[config.mk]
export PLATFORM = sky130hd
export DESIGN_NAME = xmodem_receiver_flat
export DESIGN_NICKNAME = d
export VERILOG_FILES = /design/src/rtl/xmodem_pkg.sv /design/src/rtl/xmodem_if.sv /design/src/rtl/xmodem_block_buf.sv /design/src/rtl/xmodem_receiver.sv /design/src/flat_wrapper.sv
export SDC_FILE = /design/constraint.sdc
export NUM_CORES = 2
export LEC_CHECK = 0
export CAP_MARGIN = 20
export CORE_ASPECT_RATIO = 0.5
export CORE_UTILIZATION = 50
export DETAILED_ROUTE_END_ITERATION = 7
export HOLD_SLACK_MARGIN = 0.08
export PLACE_DENSITY = 0.64
export SETUP_SLACK_MARGIN = 0.15
export SLEW_MARGIN = 20
export SYNTH_ARGS = -nofsm -noshare
export SYNTH_HDL_FRONTEND = slang
export SYNTH_HIERARCHICAL = 1
export SYNTH_SLANG_ARGS = --single-unit
[constraint.sdc]
create_clock -name clk -period 3.8 [get_ports clk]
set_input_delay 0.57 -clock clk [delete_from_list [all_inputs] [get_ports clk]]
set_output_delay 0.57 -clock clk [all_outputs]
set_load 0.05 [all_outputs]
[src/rtl/xmodem_pkg.sv]
// Shared constants and state encoding for the XMODEM receiver slice.
package xmodem_pkg;

  localparam int XM_BLOCK_BYTES = 128;
  localparam int XM_IDX_W       = 7;

  localparam logic [7:0] XM_SOH = 8'h01;
  localparam logic [7:0] XM_EOT = 8'h04;
  localparam logic [7:0] XM_ACK = 8'h06;
  localparam logic [7:0] XM_NAK = 8'h15;
  localparam logic [7:0] XM_CAN = 8'h18;

  typedef enum logic [3:0] {
    S_START = 4'd0,
    S_HDR   = 4'd1,
    S_BLK   = 4'd2,
    S_BLKN  = 4'd3,
    S_DATA  = 4'd4,
    S_CSUM  = 4'd5,
    S_DRAIN = 4'd6,
    S_REPLY = 4'd7,
    S_DONE  = 4'd8,
    S_ABORT = 4'd9
  } xm_state_t;

endpackage

[src/rtl/xmodem_if.sv]
// UART byte links plus the payload stream towards scene_loader.
// tx handshake: tx_byte moves when tx_valid && tx_ready at a clock edge; once
// raised, tx_valid and tx_byte hold steady until that edge. rx_valid is a
// one-cycle strobe with no back-pressure.
interface xmodem_if;
  logic [7:0] rx_byte;
  logic       rx_valid;
  logic [7:0] tx_byte;
  logic       tx_valid;
  logic       tx_ready;
  logic [7:0] xmodem_data_byte;
  logic       xmodem_saw_valid_msg_byte;
  logic       xmodem_saw_valid_block;
  logic [7:0] sl_block_num;
  logic       xmodem_done;
  logic       xmodem_error;

  modport master (
    input  rx_byte, rx_valid, tx_ready,
    output tx_byte, tx_valid, xmodem_data_byte, xmodem_saw_valid_msg_byte,
           xmodem_saw_valid_block, sl_block_num, xmodem_done, xmodem_error
  );

  modport slave (
    output rx_byte, rx_valid, tx_ready,
    input  tx_byte, tx_valid, xmodem_data_byte, xmodem_saw_valid_msg_byte,
           xmodem_saw_valid_block, sl_block_num, xmodem_done, xmodem_error
  );
endinterface

[src/rtl/xmodem_block_buf.sv]
// 128x8 payload buffer: one write port, one registered read port.
module xmodem_block_buf
  import xmodem_pkg::*;
(
  input  logic                clk,
  input  logic                we,
  input  logic [XM_IDX_W-1:0] wr_addr,
  input  logic [7:0]          wr_data,
  input  logic [XM_IDX_W-1:0] rd_addr,
  output logic [7:0]          rd_data
);

  logic [7:0] mem [XM_BLOCK_BYTES];

  always_ff @(posedge clk) begin
    if (we) mem[wr_addr] <= wr_data;
    rd_data <= mem[rd_addr];
  end

endmodule

[src/rtl/xmodem_receiver.sv]
// XMODEM (128-byte, 8-bit checksum) receiver: parses packets from the UART,
// streams verified new blocks to scene_loader and answers ACK/NAK/CAN.
module xmodem_receiver
  import xmodem_pkg::*;
#(
  parameter int TIMEOUT_CYCLES = 50_000_000,
  parameter int MAX_RETRIES    = 10
) (
  input  logic      clk,
  input  logic      rst,
  xmodem_if.master  xm,
  output xm_state_t state_dbg
);

  xm_state_t           state, reply_next;
  logic [31:0]         tmo_cnt;
  logic [7:0]          blk, csum, expected, retries;
  logic                bad;
  logic [XM_IDX_W-1:0] idx, drain_idx;
  logic                drain_tail;
  logic                msg_q, block_q, tx_valid_q, done_q, error_q;
  logic [7:0]          tx_byte_q, sl_blk_q;

  logic                counting, rx_take, tmo_hit, nak_req, give_up, blk_ok;
  logic [XM_IDX_W-1:0] rd_addr;
  logic [7:0]          rd_data;

  assign counting = (state inside {S_START, S_HDR, S_BLK, S_BLKN, S_DATA, S_CSUM});
  assign rx_take  = xm.rx_valid && counting;
  // A byte arriving on the terminal count wins over the timeout.
  assign tmo_hit  = counting && !xm.rx_valid && (tmo_cnt == 32'(TIMEOUT_CYCLES - 1));
  assign give_up  = (retries == 8'(MAX_RETRIES - 1));
  assign blk_ok   = (blk == expected) || (blk == 8'(expected - 8'd1));

  always_comb begin
    nak_req = 1'b0;
    if (state inside {S_HDR, S_BLK, S_BLKN, S_DATA, S_CSUM} && tmo_hit) nak_req = 1'b1;
    if (state == S_HDR && rx_take && xm.rx_byte != XM_SOH && xm.rx_byte != XM_EOT)
      nak_req = 1'b1;
    if (state == S_CSUM && rx_take && (bad || csum != xm.rx_byte || !blk_ok))
      nak_req = 1'b1;
  end

  // Outside DRAIN the read port sits on address 0, so byte 0 is already on
  // rd_data when the checksum byte arrives.
  assign rd_addr = (state == S_DRAIN && !drain_tail) ? XM_IDX_W'(drain_idx + 1'b1) : '0;

  xmodem_block_buf u_buf (
    .clk     (clk),
    .we      (state == S_DATA && rx_take),
    .wr_addr (idx),
    .wr_data (xm.rx_byte),
    .rd_addr (rd_addr),
    .rd_data (rd_data)
  );

  always_ff @(posedge clk or negedge rst) begin
    if (!rst) begin
      state      <= S_START;
      reply_next <= S_START;
      tmo_cnt    <= '0;
      blk        <= '0;
      csum       <= '0;
      expected   <= 8'd1;
      retries    <= '0;
      bad        <= 1'b0;
      idx        <= '0;
      drain_idx  <= '0;
      drain_tail <= 1'b0;
      msg_q      <= 1'b0;
      block_q    <= 1'b0;
      tx_valid_q <= 1'b0;
      tx_byte_q  <= '0;
      sl_blk_q   <= '0;
      done_q     <= 1'b0;
      error_q    <= 1'b0;
    end else begin
      msg_q   <= 1'b0;
      block_q <= 1'b0;
      if (rx_take || !counting) tmo_cnt <= '0;
      else                      tmo_cnt <= tmo_cnt + 32'd1;

      case (state)
        S_START: begin
          if (tmo_hit) begin
            tx_valid_q <= 1'b1;
            tx_byte_q  <= XM_NAK;
            reply_next <= S_START;
            state      <= S_REPLY;
          end else if (rx_take && xm.rx_byte == XM_SOH) begin
            state <= S_BLK;
          end
        end
        S_HDR: begin
          if (rx_take && xm.rx_byte == XM_SOH) begin
            state <= S_BLK;
          end else if (rx_take && xm.rx_byte == XM_EOT) begin
            tx_valid_q <= 1'b1;
            tx_byte_q  <= XM_ACK;
            reply_next <= S_DONE;
            state      <= S_REPLY;
          end
        end
        S_BLK: begin
          if (rx_take) begin
            blk   <= xm.rx_byte;
            idx   <= '0;
            csum  <= '0;
            bad   <= 1'b0;
            state <= S_BLKN;
          end
        end
        S_BLKN: begin
          if (rx_take) begin
            bad   <= (xm.rx_byte != ~blk);
            state <= S_DATA;
          end
        end
        S_DATA: begin
          if (rx_take) begin
            csum <= csum + xm.rx_byte;
            idx  <= XM_IDX_W'(idx + 1'b1);
            if (idx == XM_IDX_W'(XM_BLOCK_BYTES - 1)) state <= S_CSUM;
          end
        end
        S_CSUM: begin
          if (rx_take && !nak_req) begin
            if (blk == expected) begin
              msg_q      <= 1'b1;
              drain_idx  <= '0;
              drain_tail <= 1'b0;
              sl_blk_q   <= blk;
              state      <= S_DRAIN;
            end else begin
              // Duplicate of the last accepted block: acknowledge, don't stream.
              retries    <= '0;
              tx_valid_q <= 1'b1;
              tx_byte_q  <= XM_ACK;
              reply_next <= S_HDR;
              state      <= S_REPLY;
            end
          end
        end
        S_DRAIN: begin
          if (!drain_tail) begin
            drain_idx <= XM_IDX_W'(drain_idx + 1'b1);
            if (drain_idx == XM_IDX_W'(XM_BLOCK_BYTES - 1)) begin
              drain_tail <= 1'b1;
              block_q    <= 1'b1;
            end else begin
              msg_q <= 1'b1;
            end
          end else begin
            expected   <= expected + 8'd1;
            retries    <= '0;
            tx_valid_q <= 1'b1;
            tx_byte_q  <= XM_ACK;
            reply_next <= S_HDR;
            state      <= S_REPLY;
          end
        end
        S_REPLY: begin
          if (xm.tx_ready) begin
            tx_valid_q <= 1'b0;
            state      <= reply_next;
            if (reply_next == S_DONE)  done_q  <= 1'b1;
            if (reply_next == S_ABORT) error_q <= 1'b1;
          end
        end
        default: ;
      endcase

      // Any NAK-worthy event overrides the per-state transition above.
      if (nak_req) begin
        tx_valid_q <= 1'b1;
        state      <= S_REPLY;
        if (give_up) begin
          tx_byte_q  <= XM_CAN;
          reply_next <= S_ABORT;
        end else begin
          tx_byte_q  <= XM_NAK;
          reply_next <= S_HDR;
          retries    <= retries + 8'd1;
        end
      end
    end
  end

  assign xm.tx_byte                   = tx_byte_q;
  assign xm.tx_valid                  = tx_valid_q;
  assign xm.xmodem_data_byte          = msg_q ? rd_data : 8'h00;
  assign xm.xmodem_saw_valid_msg_byte = msg_q;
  assign xm.xmodem_saw_valid_block    = block_q;
  assign xm.sl_block_num              = sl_blk_q;
  assign xm.xmodem_done               = done_q;
  assign xm.xmodem_error              = error_q;
  assign state_dbg                    = state;

endmodule

[src/flat_wrapper.sv]
// flat-port wrapper written by rule: the top's interface ports become plain ports
module xmodem_receiver_flat import xmodem_pkg::*;
#(
  parameter int TIMEOUT_CYCLES = 50_000_000,
  parameter int MAX_RETRIES    = 10
)
  (clk, rst, state_dbg, xm_rx_byte, xm_rx_valid, xm_tx_ready, xm_tx_byte, xm_tx_valid, xm_xmodem_data_byte, xm_xmodem_saw_valid_msg_byte, xm_xmodem_saw_valid_block, xm_sl_block_num, xm_xmodem_done, xm_xmodem_error);
  xmodem_if xm_i ();
  input  logic clk;
  input  logic rst;
  output xm_state_t state_dbg;
  input wire logic [$bits(xm_i.rx_byte)-1:0] xm_rx_byte;
  input wire logic [$bits(xm_i.rx_valid)-1:0] xm_rx_valid;
  input wire logic [$bits(xm_i.tx_ready)-1:0] xm_tx_ready;
  output wire logic [$bits(xm_i.tx_byte)-1:0] xm_tx_byte;
  output wire logic [$bits(xm_i.tx_valid)-1:0] xm_tx_valid;
  output wire logic [$bits(xm_i.xmodem_data_byte)-1:0] xm_xmodem_data_byte;
  output wire logic [$bits(xm_i.xmodem_saw_valid_msg_byte)-1:0] xm_xmodem_saw_valid_msg_byte;
  output wire logic [$bits(xm_i.xmodem_saw_valid_block)-1:0] xm_xmodem_saw_valid_block;
  output wire logic [$bits(xm_i.sl_block_num)-1:0] xm_sl_block_num;
  output wire logic [$bits(xm_i.xmodem_done)-1:0] xm_xmodem_done;
  output wire logic [$bits(xm_i.xmodem_error)-1:0] xm_xmodem_error;
  assign xm_i.rx_byte = xm_rx_byte;
  assign xm_i.rx_valid = xm_rx_valid;
  assign xm_i.tx_ready = xm_tx_ready;
  assign xm_tx_byte = xm_i.tx_byte;
  assign xm_tx_valid = xm_i.tx_valid;
  assign xm_xmodem_data_byte = xm_i.xmodem_data_byte;
  assign xm_xmodem_saw_valid_msg_byte = xm_i.xmodem_saw_valid_msg_byte;
  assign xm_xmodem_saw_valid_block = xm_i.xmodem_saw_valid_block;
  assign xm_sl_block_num = xm_i.sl_block_num;
  assign xm_xmodem_done = xm_i.xmodem_done;
  assign xm_xmodem_error = xm_i.xmodem_error;
  xmodem_receiver #(.TIMEOUT_CYCLES(TIMEOUT_CYCLES), .MAX_RETRIES(MAX_RETRIES)) u_core (.clk(clk), .rst(rst), .xm(xm_i), .state_dbg(state_dbg));
endmodule
==> flow_summary.yaml <==
floorplanning:
  dieHeight_um: 215
  pin_count: 45
  die_x_um: 429
  rows: 77
  dieArea_um2: 92300
  initial_utilization: 0.510
  coreArea_um2: 89200
place:
  post-dp-hpwl_mm: 70.0
  numPortBuffers: 41
  dp_cells: 3578
  place_congestion: 0.838
  place_ws_ps: -96.0
setup_path:
  crit_path_cell_trace: "nand2b_4 > or3_4 > nor2_4 > buf_12 > buf_16 > buf_12 > buf_16 > mux4_2 > mux4_2 > mux4_2 > mux2_2"
  r2r_cells: 11
  crit_path_end_kind: "flip-flop"
  slowest_stage: "mux4_2"
  r2r_end: "u_core/u_buf/rd_data[5]"
  slowest_delay_ps: 620
  critPathTopFamily: "multiplexers"
  worstSetupPathType: "reg -> reg"
  cp_data_required_time_ps: 4390
  critical_path_buf_inv_count: 4
  r2r_start: "u_core/state_dbg[3]"
  r2r_slack_ps: 60
  cp.arrival_ps: 4330
  startpoint_type: "flip-flop"
  cp_max_fo: 8
  path_common_cell: "mux4_2"
final_layout:
  area_growth_pct: 16.7
  finalNetCount: 2577
  fin_cells: 3819
  fill_cells: 6397
  drive_gt1_frac: 0.312
sta:
  layout_setup_ws_ps: 58.5
  max_freq_mhz: 267
  drv_slew: 0
  hold_viol: 0
  min_period_over_period: 0.985
  relSlewSlack: 0.228
  final.setup_skew_ps: 28.5
  fin_crit_ps: 3740
  setup_viol: 0
  setup_tns_ps: 0
  tightest_slew_ps: 1160
  rsz0062_at_grt: "yes"
power_and_ir_drop:
  seqPwrFrac: 0.522
  combPwrFrac: 0.108
  p_sw_w: 0.00651
  irDropWorstVdd_uv: 542
  powerDensity_nw_per_um2: 510
  p_int_w: 0.0206
  pwr-share-clk: 0.370
  p_leak_nw: 17.1
  switching_share: 0.241
synthesis:
  yosysUniqueCellTypes: 75
  ys_ff_latch: 1136
  synthArstFlopShare: 0.0915
  synth_edf_count: 1024
  avgSynthCellArea_um2: 20.4
  postSynthCellCount: 2235
  syn_area_um2: 45500
  ys.flop_type: "edfxtp_1"
  synth_warnings: 6
  ys_seq_area_frac: 0.736
routing:
  ant_nets: 0
  wirelength_mm: 112
  via_count: 23500
  drt_iter0_drc: 2767
  drt-vias-per-instance: 6.15
  drtPass1Iterations: 7
  drc: 0
  wl_per_cell_um: 29.2
global_route:
  grt_max_degree: 110
  grt_pass1_wl_mm: 163
  grt_pass1_vias: 23300
  grt_usage: 0.245
  grt.overflow.total: 0
  antenna_found_initial: 10
hold_path:
  hp-start: "xm_rx_byte[7]"
  whs_endpoint: "u_core/u_buf/mem[101][7]"
  hold_path.class: "in -> reg"
  hold_depth: 1
clocking:
  clk_latency_ps: 690
  clock-sinks: 1136
  root_buffer: "clkbuf_16"
  cts.clk_slew.worst_paths_ps: 70
  cts_tree: "done"
  cts.htree.levels: 3
  numCtsBuffers: 99
  cts_buffer_depth: 3
run:
  drv_cap: 0
outcome:
  status: "finished clean"
-- placed cells by master (no fill, tap or decap), types with 18 or more instances in the layout --
cell type,netlist,routed
mux2_2,24,22
edfxtp_1,1024,1024
and3_1,18,18
buf_12,0,22
nand3_1,41,41
nand2_1,47,47
buf_4,15,231
clkdlybuf4s50_1,0,32
nor3_1,21,21
xnor2_1,31,31
nor2_1,195,189
clkbuf_1,64,23
nand4_1,23,23
inv_1,18,18
clkinv_1,0,22
clkbuf_16,0,105
mux4_2,336,336
o21ai_0,18,18
buf_16,0,19
xor2_1,41,41
dfrtp_1,103,99
-- through the flow --
stage               total power [W]  cell area [um2]   util  hold slack [ps]
floorplan                    0.0162            45900      -              274
global placement             0.0171            48900  0.549              462
detailed placement           0.0172            48900  0.549              461
CTS                          0.0272            52700  0.591              240
global route                 0.0279            53100  0.596              252
finish                       0.0271            53100  0.596              287
-- cell usage after synthesis, types with 3 or more instances --
master,number,share of area
nand2b_1,15,0.0021
a22o_1,4,0.00077
inv_1,18,0.0015
edfxtp_1,1024,0.68
ha_1,14,0.0038
dfxtp_1,8,0.0035
a31o_2,6,0.0012
nand2_1,47,0.0039
buf_2,16,0.0018
xnor2_1,31,0.0060
nor2b_1,13,0.0018
or3_1,7,0.00096
mux4_2,336,0.17
nor4b_1,3,0.00058
nand4_1,23,0.0032
a21oi_1,15,0.0016
xor2_1,41,0.0079
nor4_1,7,0.00096
nand3_1,41,0.0045
and4_1,5,0.00096
o31ai_1,3,0.00049
o21bai_1,3,0.00049
mux2_2,24,0.0059
and2_1,9,0.0012
a211oi_1,3,0.00049
nor2_1,195,0.016
buf_4,15,0.0025
buf_1,18,0.0015
a211o_1,4,0.00077
a21o_1,7,0.0012
o21ai_0,18,0.0020
and3_1,18,0.0025
o21a_1,6,0.00099
clkbuf_1,64,0.0053
nor3_1,21,0.0023
dfrtp_1,103,0.057
a31oi_1,3,0.00041
-- how the worst max path moves through the flow --
stage | depth (start not counted) | start | to | slack, ps
after floorplan | 13 | u_core/state_dbg[3] | u_core/u_buf/rd_data[0] | -10
final | 11 | u_core/state_dbg[3] | u_core/u_buf/rd_data[5] | 60
after global routing | 11 | u_core/state_dbg[0] | u_core/u_buf/rd_data[5] | 20
after CTS | 10 | u_core/state_dbg[3] | u_core/u_buf/rd_data[5] | 80
after global placement | 10 | u_core/state_dbg[0] | u_core/u_buf/rd_data[6] | -130
after detailed placement | 10 | u_core/state_dbg[0] | u_core/u_buf/rd_data[6] | -100
-- metal layers --
layer / vias to the layer above / GRT usage / wire, um
met5: - / 0 / 20
met4: 2 / 0.0550 / 2360
met3: 150 / 0.0824 / 13400
met2: 1159 / 0.359 / 49800
met1: 12400 / 0.359 / 46000
li1: 9795 / - / -
-- power groups by stage --
| stage | registers [W] | logic [W] | clock network (W) |
|---|---|---|---|
| after floorplan | 0.0145 | 0.00169 | 0 |
| after global placement | 0.0144 | 0.00275 | 0 |
| after detailed placement | 0.0144 | 0.00278 | 0 |
| after CTS | 0.0141 | 0.00286 | 0.0102 |
| after global routing | 0.0142 | 0.00313 | 0.0107 |
| final | 0.0141 | 0.00292 | 0.0100 |
-- cell type report --
type	instances	area, um2	area share
Multi-Input combinational cell	969	11500	0.216
Timing Repair Buffer	326	3400	0.0640
Sequential cell	1136	33500	0.631
Clock inverter	57	523	0.00984
Tap cell	1185	1480	0.0279
Antenna cell	2	5.00	0.0000942
Clock buffer	126	2650	0.0499
Inverter	18	67.6	0.00127
-- cells by family after synthesis --
group,share of synthesized area
flops,0.736
mux,0.173
simple gates,0.0440
compound gates,0.0154
buf+inv,0.0127
other cells,0.0000824
fa+ha+maj,0.00429
xor+xnor,0.0139
-- registers in the layout, indices dropped and copies added, names as in the netlist, 2 cells and up --
register	flops
u_core/blk	8
u_core/csum	8
u_core/drain_idx	7
u_core/expected	8
u_core/idx	7
u_core/reply_next	2
u_core/retries	8
u_core/state_dbg	4
u_core/tmo_cnt	32
u_core/u_buf/mem	1024
u_core/u_buf/rd_data	8
u_core/xm.sl_block_num	8
u_core/xm.tx_byte	5
-- timing repair --
| item | in CTS | in global routing |
|---|---|---|
| endpoints found under the setup margin | 8 | 8 |
| hold endpoints to repair | 42 | 0 |
| setup buffers | 17 | 25 |
| pin swaps | 2 | 2 |
| gates cloned | 9 | 3 |
| resized for setup | 31 | 12 |
| hold buffers | 1 | 0 |
-- worst reg2reg max path: stages, from the launching register on --
cell      delay, ps
dfrtp_2         400
nand2b_4        140
or3_4           390
nor2_4          120
buf_12          140
buf_16          180
buf_12          150
buf_16          150
mux4_2          520
mux4_2          550
mux4_2          620
mux2_2          300
Note: power is estimated with default switching activity, not from simulation.
